## config.mk

```make
export PLATFORM = sky130hd
export DESIGN_NAME = pipe_hazard_ctrl
export DESIGN_NICKNAME = d
export VERILOG_FILES = /design/src/rtl/pipe_hazard_ctrl.sv
export SDC_FILE = /design/constraint.sdc
export NUM_CORES = 1
export LEC_CHECK = 0
export ABC_AREA = 1
export CORE_AREA = 10 10 79 81
export CTS_BUF_LIST = sky130_fd_sc_hd__clkbuf_8
export DETAILED_ROUTE_END_ITERATION = 10
export DIE_AREA = 0 0 89 91
export PLACE_DENSITY_LB_ADDON = 0.08
export SLEW_MARGIN = 20
export SYNTH_ARGS = -nofsm -noshare
export SYNTH_HDL_FRONTEND = slang
export SYNTH_SLANG_ARGS = --single-unit
export TNS_END_PERCENT = 100
```

## constraint.sdc

```tcl
create_clock -name CLK -period 2.6 [get_ports CLK]
set_input_delay 0.52 -clock CLK [delete_from_list [all_inputs] [get_ports CLK]]
set_output_delay 0.52 -clock CLK [all_outputs]
set_load 0.02 [all_outputs]
```

## src/rtl/pipe_hazard_ctrl.sv

```systemverilog
// Central pipeline controller for the 5-stage core.
// Generates PC / pipeline-register load enables and bubble (flush) controls
// from three events in priority order: data-memory wait, taken branch and
// RAW hazard. Also keeps saturating stall/flush counters for measurement.
module pipe_hazard_ctrl #(
    parameter int FLUSH_CYCLES = 1,
    parameter int CNT_W        = 16
) (
    input  logic             CLK,
    input  logic             RST,
    input  logic             Fwd_EN,
    input  logic [3:0]       Src1,
    input  logic [3:0]       Src2,
    input  logic             Src1_Valid,
    input  logic             Two_Src,
    input  logic [3:0]       EXE_Dest,
    input  logic             EXE_WB_EN,
    input  logic             EXE_MEM_R_EN,
    input  logic [3:0]       MEM_Dest,
    input  logic             MEM_WB_EN,
    input  logic             Branch_Taken,
    input  logic             Mem_Req,
    input  logic             Mem_Ready,
    output logic             PC_LD,
    output logic             IF_ID_LD,
    output logic             IF_ID_Flush,
    output logic             ID_EXE_LD,
    output logic             ID_EXE_Flush,
    output logic             EXE_MEM_LD,
    output logic             MEM_WB_LD,
    output logic [CNT_W-1:0] Stall_Cnt,
    output logic [CNT_W-1:0] Flush_Cnt
);

    typedef enum logic [1:0] {
        RUN      = 2'd0,
        MEM_WAIT = 2'd1,
        BR_FLUSH = 2'd2
    } state_t;

    // Count loaded after a taken branch: cycles of IF/ID flushing still owed.
    localparam logic [3:0] FLUSH_RELOAD = 4'(FLUSH_CYCLES - 1);
    localparam logic       MULTI_FLUSH  = (FLUSH_CYCLES > 1);

    state_t           state_q, state_d;
    logic [3:0]       fcnt_q, fcnt_d;
    logic [CNT_W-1:0] stall_cnt_q, stall_cnt_d;
    logic [CNT_W-1:0] flush_cnt_q, flush_cnt_d;

    logic mem_wait;
    logic exe_writes;
    logic mem_writes;
    logic hit1;
    logic hit2;
    logic hazard;
    logic branch_accept;

    // Hazard detection: with forwarding only a load in EXE can't be bypassed.
    always_comb begin
        mem_wait   = Mem_Req & ~Mem_Ready;
        exe_writes = Fwd_EN ? (EXE_WB_EN & EXE_MEM_R_EN) : EXE_WB_EN;
        mem_writes = ~Fwd_EN & MEM_WB_EN;
        hit1       = Src1_Valid & ((exe_writes & (Src1 == EXE_Dest)) |
                                   (mem_writes & (Src1 == MEM_Dest)));
        hit2       = Two_Src    & ((exe_writes & (Src2 == EXE_Dest)) |
                                   (mem_writes & (Src2 == MEM_Dest)));
        hazard     = hit1 | hit2;
    end

    // Next state, flush count and pipeline controls; memory wait > branch > hazard.
    always_comb begin
        state_d       = state_q;
        fcnt_d        = fcnt_q;
        branch_accept = 1'b0;
        PC_LD         = 1'b1;
        IF_ID_LD      = 1'b1;
        IF_ID_Flush   = 1'b0;
        ID_EXE_LD     = 1'b1;
        ID_EXE_Flush  = 1'b0;
        EXE_MEM_LD    = 1'b1;
        MEM_WB_LD     = 1'b1;

        if (!RST) begin
            PC_LD        = 1'b0;
            IF_ID_LD     = 1'b0;
            ID_EXE_LD    = 1'b0;
            EXE_MEM_LD   = 1'b0;
            MEM_WB_LD    = 1'b0;
            IF_ID_Flush  = 1'b1;
            ID_EXE_Flush = 1'b1;
            state_d      = RUN;
            fcnt_d       = 4'd0;
        end else if (mem_wait) begin
            // Freeze everything; any outstanding flush count is kept for later.
            PC_LD      = 1'b0;
            IF_ID_LD   = 1'b0;
            ID_EXE_LD  = 1'b0;
            EXE_MEM_LD = 1'b0;
            MEM_WB_LD  = 1'b0;
            state_d    = MEM_WAIT;
        end else begin
            case (state_q)
                MEM_WAIT: begin
                    // Access completes: one full-advance cycle, then resume flushing if owed.
                    state_d = (fcnt_q != 4'd0) ? BR_FLUSH : RUN;
                end
                BR_FLUSH: begin
                    if (Branch_Taken) begin
                        IF_ID_Flush   = 1'b1;
                        ID_EXE_Flush  = 1'b1;
                        branch_accept = 1'b1;
                        fcnt_d        = FLUSH_RELOAD;
                        state_d       = MULTI_FLUSH ? BR_FLUSH : RUN;
                    end else begin
                        IF_ID_Flush = 1'b1;
                        fcnt_d      = fcnt_q - 4'd1;
                        if (fcnt_q <= 4'd1) begin
                            state_d = RUN;
                        end
                    end
                end
                default: begin
                    if (Branch_Taken) begin
                        IF_ID_Flush   = 1'b1;
                        ID_EXE_Flush  = 1'b1;
                        branch_accept = 1'b1;
                        if (MULTI_FLUSH) begin
                            fcnt_d  = FLUSH_RELOAD;
                            state_d = BR_FLUSH;
                        end
                    end else if (hazard) begin
                        // Hold PC and IF/ID, inject a bubble into ID/EXE.
                        PC_LD        = 1'b0;
                        IF_ID_LD     = 1'b0;
                        ID_EXE_Flush = 1'b1;
                    end
                end
            endcase
        end
    end

    // Saturating performance counters.
    always_comb begin
        stall_cnt_d = stall_cnt_q;
        flush_cnt_d = flush_cnt_q;
        if (!PC_LD && (stall_cnt_q != {CNT_W{1'b1}})) begin
            stall_cnt_d = stall_cnt_q + CNT_W'(1);
        end
        if (branch_accept && (flush_cnt_q != {CNT_W{1'b1}})) begin
            flush_cnt_d = flush_cnt_q + CNT_W'(1);
        end
    end

    // State and counter registers with synchronous active-low reset.
    always_ff @(posedge CLK) begin
        if (!RST) begin
            state_q     <= RUN;
            fcnt_q      <= 4'd0;
            stall_cnt_q <= '0;
            flush_cnt_q <= '0;
        end else begin
            state_q     <= state_d;
            fcnt_q      <= fcnt_d;
            stall_cnt_q <= stall_cnt_d;
            flush_cnt_q <= flush_cnt_d;
        end
    end

    assign Stall_Cnt = stall_cnt_q;
    assign Flush_Cnt = flush_cnt_q;

endmodule

```

* Word-level counts from Yosys, hierarchy flattened *
Index checks and enable logic that the tools add are counted.

storage, ports and cells
  input port bits = 27
  register bits = 38

operators by class
  mux-type cells = 26
  reductions and logical operators = 11
  bitwise gates (word level) = 16
  eq/ne operators = 10
  magnitude comparators = 1
  add/subtract/negate cells = 3

operators with widths
  kind                     count
  $add A16 B1 Y16 const B  2
  $ne A16 B16 Y1 const B   2
  $mux W1                  19
  $eq A4 B4 Y1             4
  $and A1 B1 Y1            9
  $mux W2                  3
  $reduce_and A2 Y1        3
  $le A4 B1 Y1 const B     1
  $mux W4                  1
  $ne A4 B4 Y1 const B     1
  $not A1 Y1               4
  $pmux W1 S2              2
  $pmux W2 S2              1
  $reduce_bool A4 Y1       1
  $reduce_or A2 Y1         2
  $sub A4 B1 Y4 const B    1
  $ne A3 B3 Y1 const B     1
  $or A1 B1 Y1             3
  $reduce_bool A3 Y1       1
  $eq A2 B1 Y1 const B     1
  $eq A2 B2 Y1 const B     1
  $logic_and A1 B1 Y1      2
  $reduce_bool A2 Y1       1
  $logic_not A1 Y1         1

* Logic depth before layout (Yosys ltp) *
Gate-level depths: netlist of the first run.

  depth after elaboration = 13
  mapped depth = 14
  depth with buffers taken out = 13

* Worst setup path before layout of the first run *
Ideal clock, no wire load.

  path type = input port to output port
  start point = input MEM_Dest[3]
  end point = output PC_LD
  arrival = 1.682 ns
  data required time = 2.080 ns
  path buffers = 3
  stages = 13
  slack = 0.398 ns
  cell sequence = inv_1 o21ai_0 nor2_1 nand2_1 nand2_1 nand2_1 nand2_1 nand2_1 nand2_2 buf_6 buf_6 inv_1 buf_4

on the way
  longest elaborated chain between the ends = 10

ends and longest elaborated chain
  what                              line    source
  start, declared                   19      input logic [3:0] MEM_Dest,
  $eq A4 B4 Y1 (on tied branches)   64, 66
  $and A1 B1 Y1 (on tied branches)  64, 66
  $or A1 B1 Y1 (on tied branches)   63, 65
  $and A1 B1 Y1 (on tied branches)  63, 65
  $or A1 B1 Y1 *                    67      hazard = hit1 | hit2;
  $mux W1 * (5 in a row)            -
  end, declared                     24      output logic PC_LD,

Every way passes the cells marked *; elsewhere a longest branch is shown, timed or not.

* Worst setup path after layout of the first run *
  start point = input MEM_WB_EN
  end point = output PC_LD

on the way
  longest elaborated chain between the ends = 10

ends and longest elaborated chain
  what                              line    source
  start, declared                   20      input logic MEM_WB_EN,
  $and A1 B1 Y1 *                   62      mem_writes = ~Fwd_EN & MEM_WB_EN;
  $and A1 B1 Y1 (on tied branches)  64, 66
  $or A1 B1 Y1 (on tied branches)   63, 65
  $and A1 B1 Y1 (on tied branches)  63, 65
  $or A1 B1 Y1 *                    67
  $mux W1 *                         131     end else if (hazard) begin
  $mux W1 *                         123     if (Branch_Taken) begin
  $mux W1 *                         102     case (state_q)
  $mux W1 *                         93      end else if (mem_wait) begin
  $mux W1 *                         83      if (!RST) begin

Marked as above.

==> results by group, run 1 <==
Clock tree
  • Clk_lat worst skew: 0.29 ns
  • Post-CTS Setup Bufs: 0
  • TritonCTS clock tree: yes
  • CTS Hold Buffers Added: 0
  • H-tree depth: 2
  • Clock buffer count from CTS: 5
  • Root Driver: clkbuf_8
  • CTS max path bufs: 2
  • Clock-pin slew on the worst setup and hold paths: 0.08 ns
  • Clock sink count: 38

STA
  • Setup violators final: 0
  • RSZ-0062 raised after global routing: true
  • Final Max Slew Viols: 0
  • Period minus WS final: 2.488 ns
  • Final worst-path cycle share: 95.71%
  • Final hold vios: 0
  • Clock Skew: 0.01094 ns
  • Max Fclk: 401.9 MHz
  • Slew @ Worst Pin: 0.6645 ns
  • Relative slew slack: 55.65%

Setup path
  • R2R depth: 9
  • Crit path DAT: 1.97 ns
  • CP max stage cell: clkdlybuf4s50_1
  • Crit path kind: in -> out
  • Crit-path max cell delay: 0.45 ns
  • Crit start category: primary input
  • Crit end category: output port
  • Crit-path most repeated cell: nand2_1
  • Max Fanout on Critical Path: 2
  • Setup slack, reg-to-reg: 0.66 ns
  • CP required: 2.08 ns
  • CP cell instances: clkdlybuf4s50_1, inv_1, nor2_1, o21ai_1, nor2_1, nand2_1, nand2_1, nand2_1, nand2_2, nand2_1, nand2_2, inv_1, buf_2

Placed design
  • Port Buffers: 65
  • Detail Placement HPWL: 5045 um
  • RePlAce Congestion: 0.8439
  • DP Cell Count: 495

Detailed routing
  • Final wirelength: 6572 um
  • Vias/cell: 5.201
  • DRC violations left: 0
  • Post-route ant nets: 0
  • WL per Instance: 13.07 um
  • Detailed Routing Iterations Pass 1: 5
  • 1st-iter DRT viols: 146
  • Vias: 2616

Run
  • # Max-Cap Violations: 0

Floorplan
  • Io pins: 66
  • Core ar.: 4661 um2
  • Chip Width: 89 um
  • Die height: 91 um
  • Initial Util: 52.64%
  • Cell Rows: 25
  • Die Area: 8099 um2

Hold path
  • Hold Crit Depth: 2
  • Hold Crit Class: reg -> reg

Logic synthesis
  • Mapped Cells: 384
  • Avg Cell Area, Syn: 6.390 um2
  • Seq cells post-synth: 38
  • Sequential share of the synthesized area: 31.00%
  • Distinct cells, synth: 28
  • Synth warn: 0
  • Synth top area share: 31.00%
  • Cell Area, Synth: 2454 um2
  • Biggest area consumer among synthesized cells: dfxtp_1
  • Synthesized net count: 417
  • Top cells by area, synth: dfxtp_1 31%, nand2_1 15%, inv_1 8.7%, a21oi_1 7.5%, nand3_1 6.7%

Power
  • Worst vdd ir: 0.2340 mV
  • PD cells: 390.8 nW/um2
  • P_leak: 1.376 nW

GRT
  • GR Overflow Total: 0
  • Overall Global Routing Usage: 15.91%
  • Largest net degree at the start of global routing: 21
  • Initial antenna violation count: 0
  • First-pass GRT wire length: 10890 um
  • Vias in the first global route: 2413

Final layout
  • Non-filler instance count after layout: 503
  • Util after Layout: 69.32%
  • Share of post-route cells with drive strength above 1: 5.122%
  • Synth-to-Final Area Change: 31.67%
  • Layout Nets: 481
  • Antenna cells: 0

Run status
  • Outcome: complete, no violations
-- logic make-up (layout without fill, tap and decap cells) --
family	after synthesis	after routing	share of synthesized area (%)
flops	38	38	31.00
xor+xnor	20	20	7.139
buf+inv	69	134	11.98
fa+ha+maj	6	6	3.060
simple gates	193	193	34.78
compound gates	58	58	12.03
-- report_power, final --
group          switching, W  internal, W  total (W)
combinational      0.000126    0.0000999   0.000226
clock              0.000217     0.000213   0.000430
sequential        0.0000130     0.000594   0.000607
-- metal layers --
metal	GRT usage (%)	vias up	routed length (um)
li1	-	1361	-
met1	20.51	1173	3063
met2	25.20	77	2977
met3	5.094	5	474
met4	3.316	0	57
met5	0	-	0
-- path summary, 6_finish.rpt --
kind,end,from
setup / recovery,PC_LD,MEM_WB_EN
hold / removal,state_q[0]$_SDFFE_PN0P_,state_q[0]$_SDFFE_PN0P_
setup reg to reg,Stall_Cnt[7]$_SDFFE_PN0P_,Stall_Cnt[0]$_SDFFE_PN0P_
hold reg to reg,state_q[0]$_SDFFE_PN0P_,state_q[0]$_SDFFE_PN0P_
-- flip-flops by register name, summed over array words and instances, names as in the netlist --
register and cells:
Flush_Cnt 16, Stall_Cnt 16, fcnt_q 4, state_q 2
-- timing repair --
action / CTS / global route
gates cloned: 0 / 0
gates resized for setup: 12 / 16
endpoints found under the setup margin: 3 / 7
endpoints found under the hold margin: 0 / 0
-- layout make-up --
class | count | area [um2]
Clock buffer | 6 | 82.58
Clock inverter | 2 | 12.51
Fill cell | 435 | 1430
Inverter | 58 | 217.7
Multi-Input combinational cell | 277 | 1401
Sequential cell | 38 | 760.7
Tap cell | 54 | 67.56
Timing Repair Buffer | 68 | 688.2
-- stage by stage --
stage	area (um2)	hold slack, ns	setup slack (ns)	TNS, ns	total power, W
4_1_cts	3204	0.4886	0.002550	0	0.001269
3_5_place_dp	3118	0.4785	-0.3621	-0.9416	0.0008493
5_1_grt	3231	0.5150	-0.03560	-0.07002	0.001330
3_3_place_gp	3118	0.4699	-0.3407	-0.8489	0.0008448
2_1_floorplan	2454	0.4519	0.3983	0	0.0007555
6_report	3231	0.4904	0.1116	0	0.001263
-- cells in the mapped netlist --
cell and number:
a21oi_1 37, a31oi_1 2, buf_2 1, buf_4 3, buf_6 3, clkbuf_1 4, clkinv_1 1, dfxtp_1 38
ha_1 6, inv_1 57, nand2_1 98, nand2_2 1, nand2_4 2, nand3_1 33, nand3_2 1, nand4_1 7
nor2_1 33, nor2_2 1, nor3_1 11, nor3_2 1, nor3_4 1, nor3b_1 1, nor4_1 2, o21ai_0 18
o21bai_1 1, or2_2 1, xnor2_1 6, xor2_1 14
-- critical path: cells and delay by family --
kind,cells,cell delay (ns)
and+or+nand+nor,8,0.66
AOI/OAI and AO/OA,1,0.10
buffers and inverters,4,0.68
-- cell usage in the layout (no fill, tap or decap) --
| cell type | count |
|---|---|
| nor4_1 | 2 |
| clkbuf_8 | 6 |
| nor3_1 | 11 |
| a31oi_1 | 2 |
| nand3_1 | 33 |
| clkinv_2 | 1 |
| xnor2_1 | 6 |
| buf_4 | 4 |
| inv_1 | 57 |
| clkdlybuf4s50_1 | 51 |
| nor3_2 | 1 |
| nand2_1 | 97 |
| buf_2 | 2 |
| nand3_2 | 1 |
| nor2_1 | 33 |
| dfxtp_1 | 38 |
| nor2_2 | 1 |
| nand2_2 | 2 |
| o21bai_1 | 1 |
| a21oi_1 | 37 |
| o21ai_1 | 2 |
| xor2_1 | 14 |
| o21ai_0 | 16 |
| nand2_4 | 2 |
| nand4_1 | 7 |
| ha_1 | 6 |
| clkinv_1 | 1 |
| clkinvlp_4 | 1 |
| dlymetal6s2s_1 | 11 |
| nor3_4 | 1 |
| or2_2 | 1 |
| nor3b_1 | 1 |
Power figures use the tool's default switching activity.
==> run 2, diff against run 1 <==
--- a/config.mk
+++ b/config.mk
@@ -11,6 +11,7 @@
 export DETAILED_ROUTE_END_ITERATION = 10
 export DIE_AREA = 0 0 89 91
 export PLACE_DENSITY_LB_ADDON = 0.08
+export RECOVER_POWER = 50
 export SLEW_MARGIN = 20
 export SYNTH_ARGS = -nofsm -noshare
 export SYNTH_HDL_FRONTEND = slang
==> run 2 against run 1 <==
Non-clock buffer count is the same; utilization is the same; largest cell class unchanged; critical path type unchanged; first-iteration DRC count grew 11%; clock-buffer cell count is the same; combinational power is essentially flat; sequential share of layout area is the same.
==> results by group, run 2 (same netlist as run 1, synthesis figures left out) <==
GRT
  • First-pass GRT wire length: 10890 um
  • GR Overflow Total: 0
  • Overall Global Routing Usage: 15.91%
  • Initial antenna violation count: 0
  • Largest net degree at the start of global routing: 21
  • Vias in the first global route: 2413

Floorplan
  • Initial Util: 52.64%
  • Chip Width: 89 um
  • Core ar.: 4661 um2
  • Cell Rows: 25
  • Die height: 91 um
  • Io pins: 66
  • Die Area: 8099 um2

STA
  • Setup violators final: 0
  • Relative slew slack: 55.91%
  • Final worst-path cycle share: 95.74%
  • Setup TNS: 0 ns
  • Clock Skew: 0.01049 ns
  • Final Max Slew Viols: 0
  • Max Fclk: 401.7 MHz
  • Slew @ Worst Pin: 0.6607 ns
  • Final hold vios: 0
  • RSZ-0062 raised after global routing: true
  • Period minus WS final: 2.489 ns
  • Hold WS: 0.4877 ns

Final layout
  • Layout Nets: 481
  • Antenna cells: 0
  • Most common cell after layout, fill and taps aside: nand2_1
  • Share of post-route cells with drive strength above 1: 5.122%
  • Synth-to-Final Area Change: 31.67%
  • Fin area: 3231 um2
  • Most frequent cells in the layout: 97 x nand2_1, 57 x inv_1, 38 x dfxtp_1
  • Non-filler instance count after layout: 503

Setup path
  • R2R depth: 9
  • CP cell instances: clkdlybuf4s50_1, inv_1, nor2_1, o21ai_1, nor2_1, nand2_1, nand2_1, nand2_1, nand2_2, nand2_1, nand2_2, inv_1, buf_2
  • Crit path DAT: 1.97 ns
  • Reg2reg start: Stall_Cnt[0]$_SDFFE_PN0P_
  • CP required: 2.08 ns
  • WP buf/inv: 4
  • Crit-path max cell delay: 0.45 ns
  • Reg2reg end: Stall_Cnt[3]$_SDFFE_PN0P_
  • Max Fanout on Critical Path: 2
  • Crit path kind: in -> out
  • CP max stage cell: clkdlybuf4s50_1
  • Crit start category: primary input
  • Crit end category: output port
  • Setup slack, reg-to-reg: 0.67 ns
  • Crit-path most repeated cell: nand2_1
  • Delay-heaviest family, CP: buffers and inverters

Run status
  • Outcome: complete, no violations

Detailed routing
  • Final wirelength: 6539 um
  • DRC violations left: 0
  • WL per Instance: 13.00 um
  • 1st-iter DRT viols: 162
  • Detailed Routing Iterations Pass 1: 4
  • Post-route ant nets: 0
  • Vias: 2628
  • Vias/cell: 5.225

Clock tree
  • Clk_lat worst skew: 0.29 ns
  • TritonCTS clock tree: yes
  • Root Driver: clkbuf_8
  • Clock-pin slew on the worst setup and hold paths: 0.07 ns
  • CTS max path bufs: 2
  • Clock sink count: 38
  • Post-CTS Setup Bufs: 0
  • H-tree depth: 2
  • Clock buffer count from CTS: 5
  • CTS Hold Buffers Added: 0

Power
  • Tot Pwr: 0.001260 W
  • Worst vdd ir: 0.2335 mV
  • P_leak: 1.479 nW
  • PD cells: 390.0 nW/um2

Placed design
  • Port Buffers: 65
  • RePlAce Congestion: 0.8439
  • Total placed instance area: 3118 um2
  • Detail Placement HPWL: 5045 um
  • DP Cell Count: 495

Hold path
  • Hold Crit Endpoint: fcnt_q[1]$_SDFFE_PN0P_
  • Hold Crit Class: reg -> reg
  • Hold Crit Depth: 2
  • HP Start: fcnt_q[1]$_SDFFE_PN0P_

Run
  • # Max-Cap Violations: 0
run 2: repair_timing:
action,4_1_cts,5_1_grt
gates resized for setup,12,16
endpoints found under the setup margin,3,7
gates cloned,0,0
run 2: per-stage QoR:
step | worst slack, ns | utilization, %
finish | 0.1108 | 69.32
global route | -0.03560 | 69.32
CTS | 0.002550 | 68.75
detailed placement | -0.3621 | 66.90
global placement | -0.3407 | 66.90
floorplan | 0.3983 | -
run 2: final cells by class:
cell class / count / area, um2
fillers: 435 / 1430
multi-input cells: 277 / 1401
flip-flops and latches: 38 / 760.7
repair buffers: 68 / 688.2
inverters: 58 / 217.7
clock buffers: 6 / 82.58
well taps: 54 / 67.56
clock inverters: 2 / 12.51
run 2: routing by layer:
metal  part of all wire (%)  up-vias  track usage [%]
met5                      0        -                0
met3                    7.3        5            5.094
met1                     46     1183            20.51
met4                   0.87        0            3.316
li1                       -     1360                -
met2                     46       80            25.20
run 2: worst max path at each step:
stage           startpoint            to  depth (start not counted)
5_1_grt        EXE_Dest[0]  ID_EXE_Flush                         12
6_report         MEM_WB_EN         PC_LD                         13
2_1_floorplan  MEM_Dest[3]         PC_LD                         13
3_3_place_gp   EXE_Dest[1]  ID_EXE_Flush                         12
4_1_cts        EXE_Dest[1]      IF_ID_LD                         13
3_5_place_dp   EXE_Dest[1]  ID_EXE_Flush                         12
run 2: power by group:
group | switching [W] | leakage, nW | internal (W) | total (W)
registers | 0.0000127 | 0.307 | 0.000594 | 0.000607
clock network | 0.000217 | 0.0472 | 0.000213 | 0.000431
logic | 0.000125 | 1.12 | 0.0000973 | 0.000223
run 2: worst register-to-register path, stage by stage (launching register included):
cell,delay (ns)
dfxtp_1,0.44
ha_1,0.23
nand3_2,0.14
nor3_4,0.22
nand4_1,0.16
clkinv_1,0.10
nand2_4,0.14
nand2_4,0.22
nand2_1,0.07
a21oi_1,0.13
